File: config.mk
export PLATFORM = sky130hd
export DESIGN_NAME = mem_arbiter
export DESIGN_NICKNAME = d
export VERILOG_FILES = /design/src/rtl/mem_arb_defs.sv /design/src/rtl/mem_arb_select.sv /design/src/rtl/mem_arbiter.sv
export SDC_FILE = /design/constraint.sdc
export NUM_CORES = 1
export LEC_CHECK = 0
export ABC_AREA = 1
export CORE_MARGIN = 5
export CORE_UTILIZATION = 33
export DETAILED_ROUTE_END_ITERATION = 16
export PLACE_DENSITY = 0.74
export SLEW_MARGIN = 20
export SYNTH_ARGS = -nofsm -noshare
export SYNTH_HDL_FRONTEND = slang
export SYNTH_SLANG_ARGS = --single-unit
export TNS_END_PERCENT = 50
File: constraint.sdc
create_clock -name clk -period 2.41 [get_ports clk]
set_input_delay 0.482 -clock clk [delete_from_list [all_inputs] [get_ports clk]]
set_output_delay 0.482 -clock clk [all_outputs]
set_load 0.05 [all_outputs]
File: src/rtl/mem_arb_defs.sv
// Shared definitions for the two-port memory arbiter: FSM encodings, port ids,
// request record layout and the request-validity helper.
package mem_arb_defs;

    localparam int ADDR_W = 16;
    localparam int DATA_W = 16;

    localparam logic [0:0] ST_IDLE = 1'b0;
    localparam logic [0:0] ST_BUSY = 1'b1;

    localparam logic PORT_I = 1'b0;
    localparam logic PORT_D = 1'b1;

    typedef struct packed {
        logic              rd;
        logic              wr;
        logic [ADDR_W-1:0] addr;
        logic [DATA_W-1:0] data;
    } req_t;

    function automatic logic req_valid(input logic rd, input logic wr);
        return rd ^ wr;
    endfunction

endpackage

File: src/rtl/mem_arb_select.sv
// Grant selection for mem_arbiter: request validity, grant_now, the starvation
// counter (or last-grant register when MEM_ARB_RR_EN is defined) and proto_err.
module mem_arb_select
    import mem_arb_defs::*;
#(
    parameter int MAX_WAIT = 4
) (
    input  logic clk,
    input  logic rst,
    input  logic i_rd,
    input  logic i_wr,
    input  logic d_rd,
    input  logic d_wr,
    input  logic arb_en,
    output logic grant_issue,
    output logic grant_now,
    output logic proto_err
);

    logic       i_valid;
    logic       d_valid;
    logic [3:0] wait_cnt;

    assign i_valid     = req_valid(i_rd, i_wr);
    assign d_valid     = req_valid(d_rd, d_wr);
    assign grant_issue = arb_en & (i_valid | d_valid);

`ifdef MEM_ARB_RR_EN
    logic last_grant;

    assign wait_cnt = 4'd0;

    // With both ports valid, the port that did not win last time goes next.
    always_comb begin
        grant_now = PORT_I;
        if (i_valid && d_valid) begin
            grant_now = ~last_grant;
        end else if (d_valid) begin
            grant_now = PORT_D;
        end else begin
            grant_now = PORT_I;
        end
    end

    // Remember the most recent winner.
    always_ff @(posedge clk or posedge rst) begin
        if (rst) begin
            last_grant <= PORT_D;
        end else if (grant_issue) begin
            last_grant <= grant_now;
        end else begin
            last_grant <= last_grant;
        end
    end
`else
    localparam logic [3:0] MAX_WAIT_C = 4'(MAX_WAIT);

    // D has priority unless I has lost MAX_WAIT arbitrations in a row.
    always_comb begin
        grant_now = PORT_I;
        if (d_valid && !(i_valid && (wait_cnt >= MAX_WAIT_C))) begin
            grant_now = PORT_D;
        end else begin
            grant_now = PORT_I;
        end
    end

    // Count D wins against a waiting I; saturates so it can never wrap to 0.
    always_ff @(posedge clk or posedge rst) begin
        if (rst) begin
            wait_cnt <= 4'd0;
        end else if (!i_valid) begin
            wait_cnt <= 4'd0;
        end else if (grant_issue && (grant_now == PORT_I)) begin
            wait_cnt <= 4'd0;
        end else if (grant_issue) begin
            wait_cnt <= (wait_cnt == 4'd15) ? 4'd15 : wait_cnt + 4'd1;
        end else begin
            wait_cnt <= wait_cnt;
        end
    end
`endif

    // Sticky flag for a requester driving rd and wr together.
    always_ff @(posedge clk or posedge rst) begin
        if (rst) begin
            proto_err <= 1'b0;
        end else if ((i_rd & i_wr) | (d_rd & d_wr)) begin
            proto_err <= 1'b1;
        end else begin
            proto_err <= proto_err;
        end
    end

endmodule

File: src/rtl/mem_arbiter.sv
// Two-port (I/D) arbiter in front of a single mem_system. Optional round-robin
// arbitration is enabled with the MEM_ARB_RR_EN macro.
module mem_arbiter
    import mem_arb_defs::*;
#(
    parameter int MAX_WAIT = 4
) (
    input  logic              clk,
    input  logic              rst,
    input  logic              i_rd,
    input  logic              i_wr,
    input  logic [ADDR_W-1:0] i_addr,
    input  logic [DATA_W-1:0] i_data_in,
    output logic [DATA_W-1:0] i_data_out,
    output logic              i_done,
    output logic              i_hit,
    output logic              i_stall,
    input  logic              d_rd,
    input  logic              d_wr,
    input  logic [ADDR_W-1:0] d_addr,
    input  logic [DATA_W-1:0] d_data_in,
    output logic [DATA_W-1:0] d_data_out,
    output logic              d_done,
    output logic              d_hit,
    output logic              d_stall,
    output logic              mem_rd,
    output logic              mem_wr,
    output logic [ADDR_W-1:0] mem_addr,
    output logic [DATA_W-1:0] mem_data_in,
    input  logic [DATA_W-1:0] mem_data_out,
    input  logic              mem_done,
    input  logic              mem_stall,
    input  logic              mem_hit,
    output logic              proto_err
);

    logic [0:0] state;
    logic       grant_q;
    req_t       req_q;

    logic       arb_en;
    logic       grant_issue;
    logic       grant_now;
    req_t       i_req;
    req_t       d_req;
    req_t       win_req;
    req_t       cur_req;
    logic       cur_port;
    logic       active;
    logic       fin;

    assign i_req   = '{rd: i_rd, wr: i_wr, addr: i_addr, data: i_data_in};
    assign d_req   = '{rd: d_rd, wr: d_wr, addr: d_addr, data: d_data_in};
    // rst gates arbitration so every output sits at its reset value while rst is high.
    assign arb_en  = (state == ST_IDLE) && !mem_stall && !rst;
    assign win_req = (grant_now == PORT_D) ? d_req : i_req;

    mem_arb_select #(
        .MAX_WAIT(MAX_WAIT)
    ) u_select (
        .clk        (clk),
        .rst        (rst),
        .i_rd       (i_rd),
        .i_wr       (i_wr),
        .d_rd       (d_rd),
        .d_wr       (d_wr),
        .arb_en     (arb_en),
        .grant_issue(grant_issue),
        .grant_now  (grant_now),
        .proto_err  (proto_err)
    );

    // Current owner of the memory: latched request when busy, live winner otherwise.
    always_comb begin
        cur_req  = '0;
        cur_port = PORT_I;
        active   = 1'b0;
        if (state == ST_BUSY) begin
            cur_req  = req_q;
            cur_port = grant_q;
            active   = 1'b1;
        end else if (grant_issue) begin
            cur_req  = win_req;
            cur_port = grant_now;
            active   = 1'b1;
        end else begin
            cur_req  = '0;
            cur_port = PORT_I;
            active   = 1'b0;
        end
    end

    assign fin         = active & mem_done;
    assign mem_rd      = cur_req.rd;
    assign mem_wr      = cur_req.wr;
    assign mem_addr    = cur_req.addr;
    assign mem_data_in = cur_req.data;

    assign i_stall    = ~(active && (cur_port == PORT_I));
    assign d_stall    = ~(active && (cur_port == PORT_D));
    assign i_done     = fin && (cur_port == PORT_I);
    assign d_done     = fin && (cur_port == PORT_D);
    assign i_hit      = i_done & mem_hit;
    assign d_hit      = d_done & mem_hit;
    assign i_data_out = i_done ? mem_data_out : 16'h0000;
    assign d_data_out = d_done ? mem_data_out : 16'h0000;

    // IDLE/BUSY sequencing; a grant completed in its own cycle never enters BUSY.
    always_ff @(posedge clk or posedge rst) begin
        if (rst) begin
            state   <= ST_IDLE;
            grant_q <= PORT_D;
            req_q   <= '0;
        end else begin
            case (state)
                ST_IDLE: begin
                    if (grant_issue) begin
                        grant_q <= grant_now;
                        req_q   <= win_req;
                        state   <= mem_done ? ST_IDLE : ST_BUSY;
                    end else begin
                        state <= ST_IDLE;
                    end
                end
                ST_BUSY: begin
                    if (mem_done) begin
                        state <= ST_IDLE;
                    end else begin
                        state <= ST_BUSY;
                    end
                end
                default: begin
                    state <= ST_IDLE;
                end
            endcase
        end
    end

endmodule

==> results <==
- For this block, the via count after detailed routing is 3733.
- Sorting the synthesized cells by area gives the leading types as sky130_fd_sc_hd__dfrtp_1 40%, sky130_fd_sc_hd__nand2_1 21%, sky130_fd_sc_hd__nand3_1 14%.
- Setup repair after global routing could not meet its margin everywhere.
- Measured against its own limit, the worst slew margin works out to 61.8%.
- The tree is rooted in a sky130_fd_sc_hd__clkbuf_8.
- Static timing analysis puts the maximum clock frequency at 402 MHz.
- Yosys printed 0 warnings.
- The synthesized design contains 41 register bits.
- The average size of a mapped cell is 6.85 um^2.
- The overall routed net length is 15.1 mm.
- The count of cells in the finished layout, fillers not included, comes to 710.
- After technology mapping, the gate count stands at 366.
- Across the run, the number of max-cap violations was 0.
- The clock edge transition at the registers on the reported setup and hold paths is 80 ps.
- The flow ran to the end, but the final reports show violations.
- The arrival time of the worst setup path is 2000 ps.
- The final setup skew is 11.1 ps.
- Cells with a size suffix above 1 make up 49.9% of the layout.
- The maximum resistive drop on vdd is 0.000441 V.
- The portion of the clock cycle consumed by the worst path in the final layout is 103%.
- The number of inserted diodes is 0.
- The worst-case setup margin in the final layout is -74.8 ps.
- The detail-routed net length per standard cell is 21.2 um.
- Clock latency on the worst-skew pair, taken at its later pin, is 310 ps.
- The initial antenna violation count is 0.
- The die is 97.2 um wide.
- Once the floorplan was initialized, standard cells occupied 34.2% of the core.
- The pin slew with the least headroom to its limit is 572 ps.
- The routed design could run at a clock period as short as 2480 ps.
- The clock tree synthesis step divided the H-tree into 2 levels.
- The cell area after synthesis is 2510 um^2.
- Along the worst path, the maximum fanout reaches 7.
- By count the netlist is led by 141 x sky130_fd_sc_hd__nand2_1, 71 x sky130_fd_sc_hd__nand3_1, 41 x sky130_fd_sc_hd__nor2_1.
- The leakage power total is 0.00319 uW.
- The post-synthesis async set-or-reset flop share is 100%.
- Row generation in the floorplan step produced 31 rows.
- The number of placed I/O pins is 162.
- The post-detailed-route count of antenna-violating nets is 0.
- The required arrival time at the worst endpoint is 1930 ps.
- TritonCTS built the clock tree.
- Before CTS, the worst setup slack after placement is -488 ps.
- The library cell with the largest summed area after synthesis is sky130_fd_sc_hd__dfrtp_1.
- The floorplan step defined a die boundary enclosing 9450 um^2.
- The number of instances in the placed design is 678.
- The HPWL reported at the end of detailed placement is 8.08 mm.
- Clock tree synthesis found a total of 41 sinks.
- The total overflow left after global routing is 0.
- For this run, the leading register cell type out of synthesis is sky130_fd_sc_hd__dfrtp_1.
- The maximum root-to-sink buffer count is 2.
- Entering global routing, the biggest net connects 42 pins.
- The worst setup path is of the in -> out kind.
- The post-synthesis net count is 458.
- The detailed-route DRC error count is 0.
- The number of pins exceeding their max-slew limit in the final report is 0.
- The number of nets in the final layout is 702.
- Dividing the detail-routed via count by the number of cells gives 5.26.
- From synthesis to final layout, the design area changed by 158%.
- The portion of the post-synthesis area used by sequential elements is 40.9%.
- Setup violations remaining at the end of the flow were counted as 29.
- The critical path startpoint category is an input port.
- The final reports fail on negative setup slack.
- After synthesis, the largest area contributor takes up 39.9% of total cell area.
- The path class of the tightest hold or removal check is reg -> reg.
- The core box area is 7330 um^2.
- The worst reg-to-reg setup slack is 520 ps.
- The total design power is 3070 uW.
- The number of hold-slack violations in the final timing report came to 0.
- The worst hold slack after final layout is 481 ps.
- The DRC violation total after the first TritonRoute iteration is 201.
- The synthesized design contains 0 enable-type register cells.
- Buffers inserted during clock tree synthesis total 5.
- The wire length of the first global-routing pass is 22.3 mm.
- sky130_fd_sc_hd__nand2_1 is the most common cell in the netlist.
- The number of global-route vias before repair is 4179.
- Power spread over the standard cell area amounts to 475 nW/um^2.
- The detailed-router iteration count before antenna repair is 4.
- The weighted congestion at the end of routability-driven global placement is 0.815.
- The number of unique standard cell types used by synthesis is 22.
- The worst setup path is captured at an output port.
- The all-layer global routing usage is 29.2%.
- The height of the die is 97.2 um.
- The count of buffers from port buffering is 161.
[critical path, cell delays in order]
cell and delay [ps]:
sky130_fd_sc_hd__buf_2 130, sky130_fd_sc_hd__ha_4 280, sky130_fd_sc_hd__inv_4 50, sky130_fd_sc_hd__nand2_4 100
sky130_fd_sc_hd__nand3_4 110, sky130_fd_sc_hd__nor2_4 200, sky130_fd_sc_hd__buf_6 150, sky130_fd_sc_hd__buf_12 180
sky130_fd_sc_hd__nand2_4 80, sky130_fd_sc_hd__nand3_4 80, sky130_fd_sc_hd__buf_12 140
[per-layer routing]
layer  vias to the layer above  share of wire [%]  GRT usage, %
met2                       224                 53          53.7
met3                        62                8.0          9.48
met4                         0                5.4          11.4
li1                       1633                  -             -
met1                      1814                 34          30.5
met5                         -                  0             0
[path summary, 6_finish.rpt]
path / start / to / cells past startpoint
min in group asynchronous: rst / req_q[9] / 4
setup reg to reg: state / u_select.wait_cnt[2] / 8
max in group asynchronous: rst / req_q[33] / 4
hold / removal: grant_q / grant_q / 2
setup / recovery: d_wr / mem_addr[9] / 11
hold reg to reg: grant_q / grant_q / 2
[layout by cell type (no fill, tap or decap), drive strengths merged]
master         instances
dfrtp                 40
dlygate4sd2            2
ha                     3
a21oi                  2
nor2                  44
or3                    1
nand2                156
nand3                 73
inv                   24
clkbuf                 5
buf                  167
clkinv                 4
o21ai                  2
clkinvlp               4
dfstp                  1
clkdlybuf4s50         83
[what timing repair did]
| item | CTS | global route |
|---|---|---|
| hold endpoints to repair | 0 | 0 |
| endpoints found under the setup margin | 72 | 71 |
| hold buffers | 0 | 0 |
| setup buffers | 12 | 11 |
| gates cloned | 5 | 0 |
| resized for setup | 146 | 50 |
| pin swaps | 14 | 15 |
[cell families (layout without fill, tap and decap cells)]
kind of cell | count (synthesis) | after routing | synth area share, %
and+or+nand+nor | 273 | 274 | 47.9
AOI/OAI and AO/OA | 4 | 4 | 0.798
buffers and inverters | 45 | 289 | 8.88
adders and majority gates | 3 | 3 | 1.50
DFF | 41 | 41 | 40.9
[registers in the layout (all words and copies together), names as in the netlist]
| signal | flops |
|---|---|
| grant_q | 1 |
| state | 1 |
| u_select.wait_cnt | 4 |
| req_q | 34 |
| u_select.proto_err | 1 |
[where the power goes]
part	switching (uW)	total, uW	internal [uW]	leakage, uW
logic	885	1650	760	0.00263
registers	109	956	847	0.000513
clock network	272	473	201	0.0000439
[stage by stage]
stage / setup TNS, ps / utilization (%) / area (um^2)
2_1_floorplan: -3500 / - / 2690
3_3_place_gp: -25050 / 73.3 / 5370
3_5_place_dp: -29080 / 73.3 / 5370
4_1_cts: -292 / 85.0 / 6230
5_1_grt: -2380 / 88.3 / 6470
6_report: -997 / 88.3 / 6470
[layout make-up]
class | instances | area [um^2]
repair buffers | 252 | 2980
multi-input cells | 281 | 2120
flip-flops and latches | 41 | 1030
fillers | 313 | 858
inverters | 29 | 133
well taps | 99 | 124
clock buffers | 5 | 68.8
clock inverters | 3 | 17.5
Note: power is estimated with default switching activity, not from simulation.
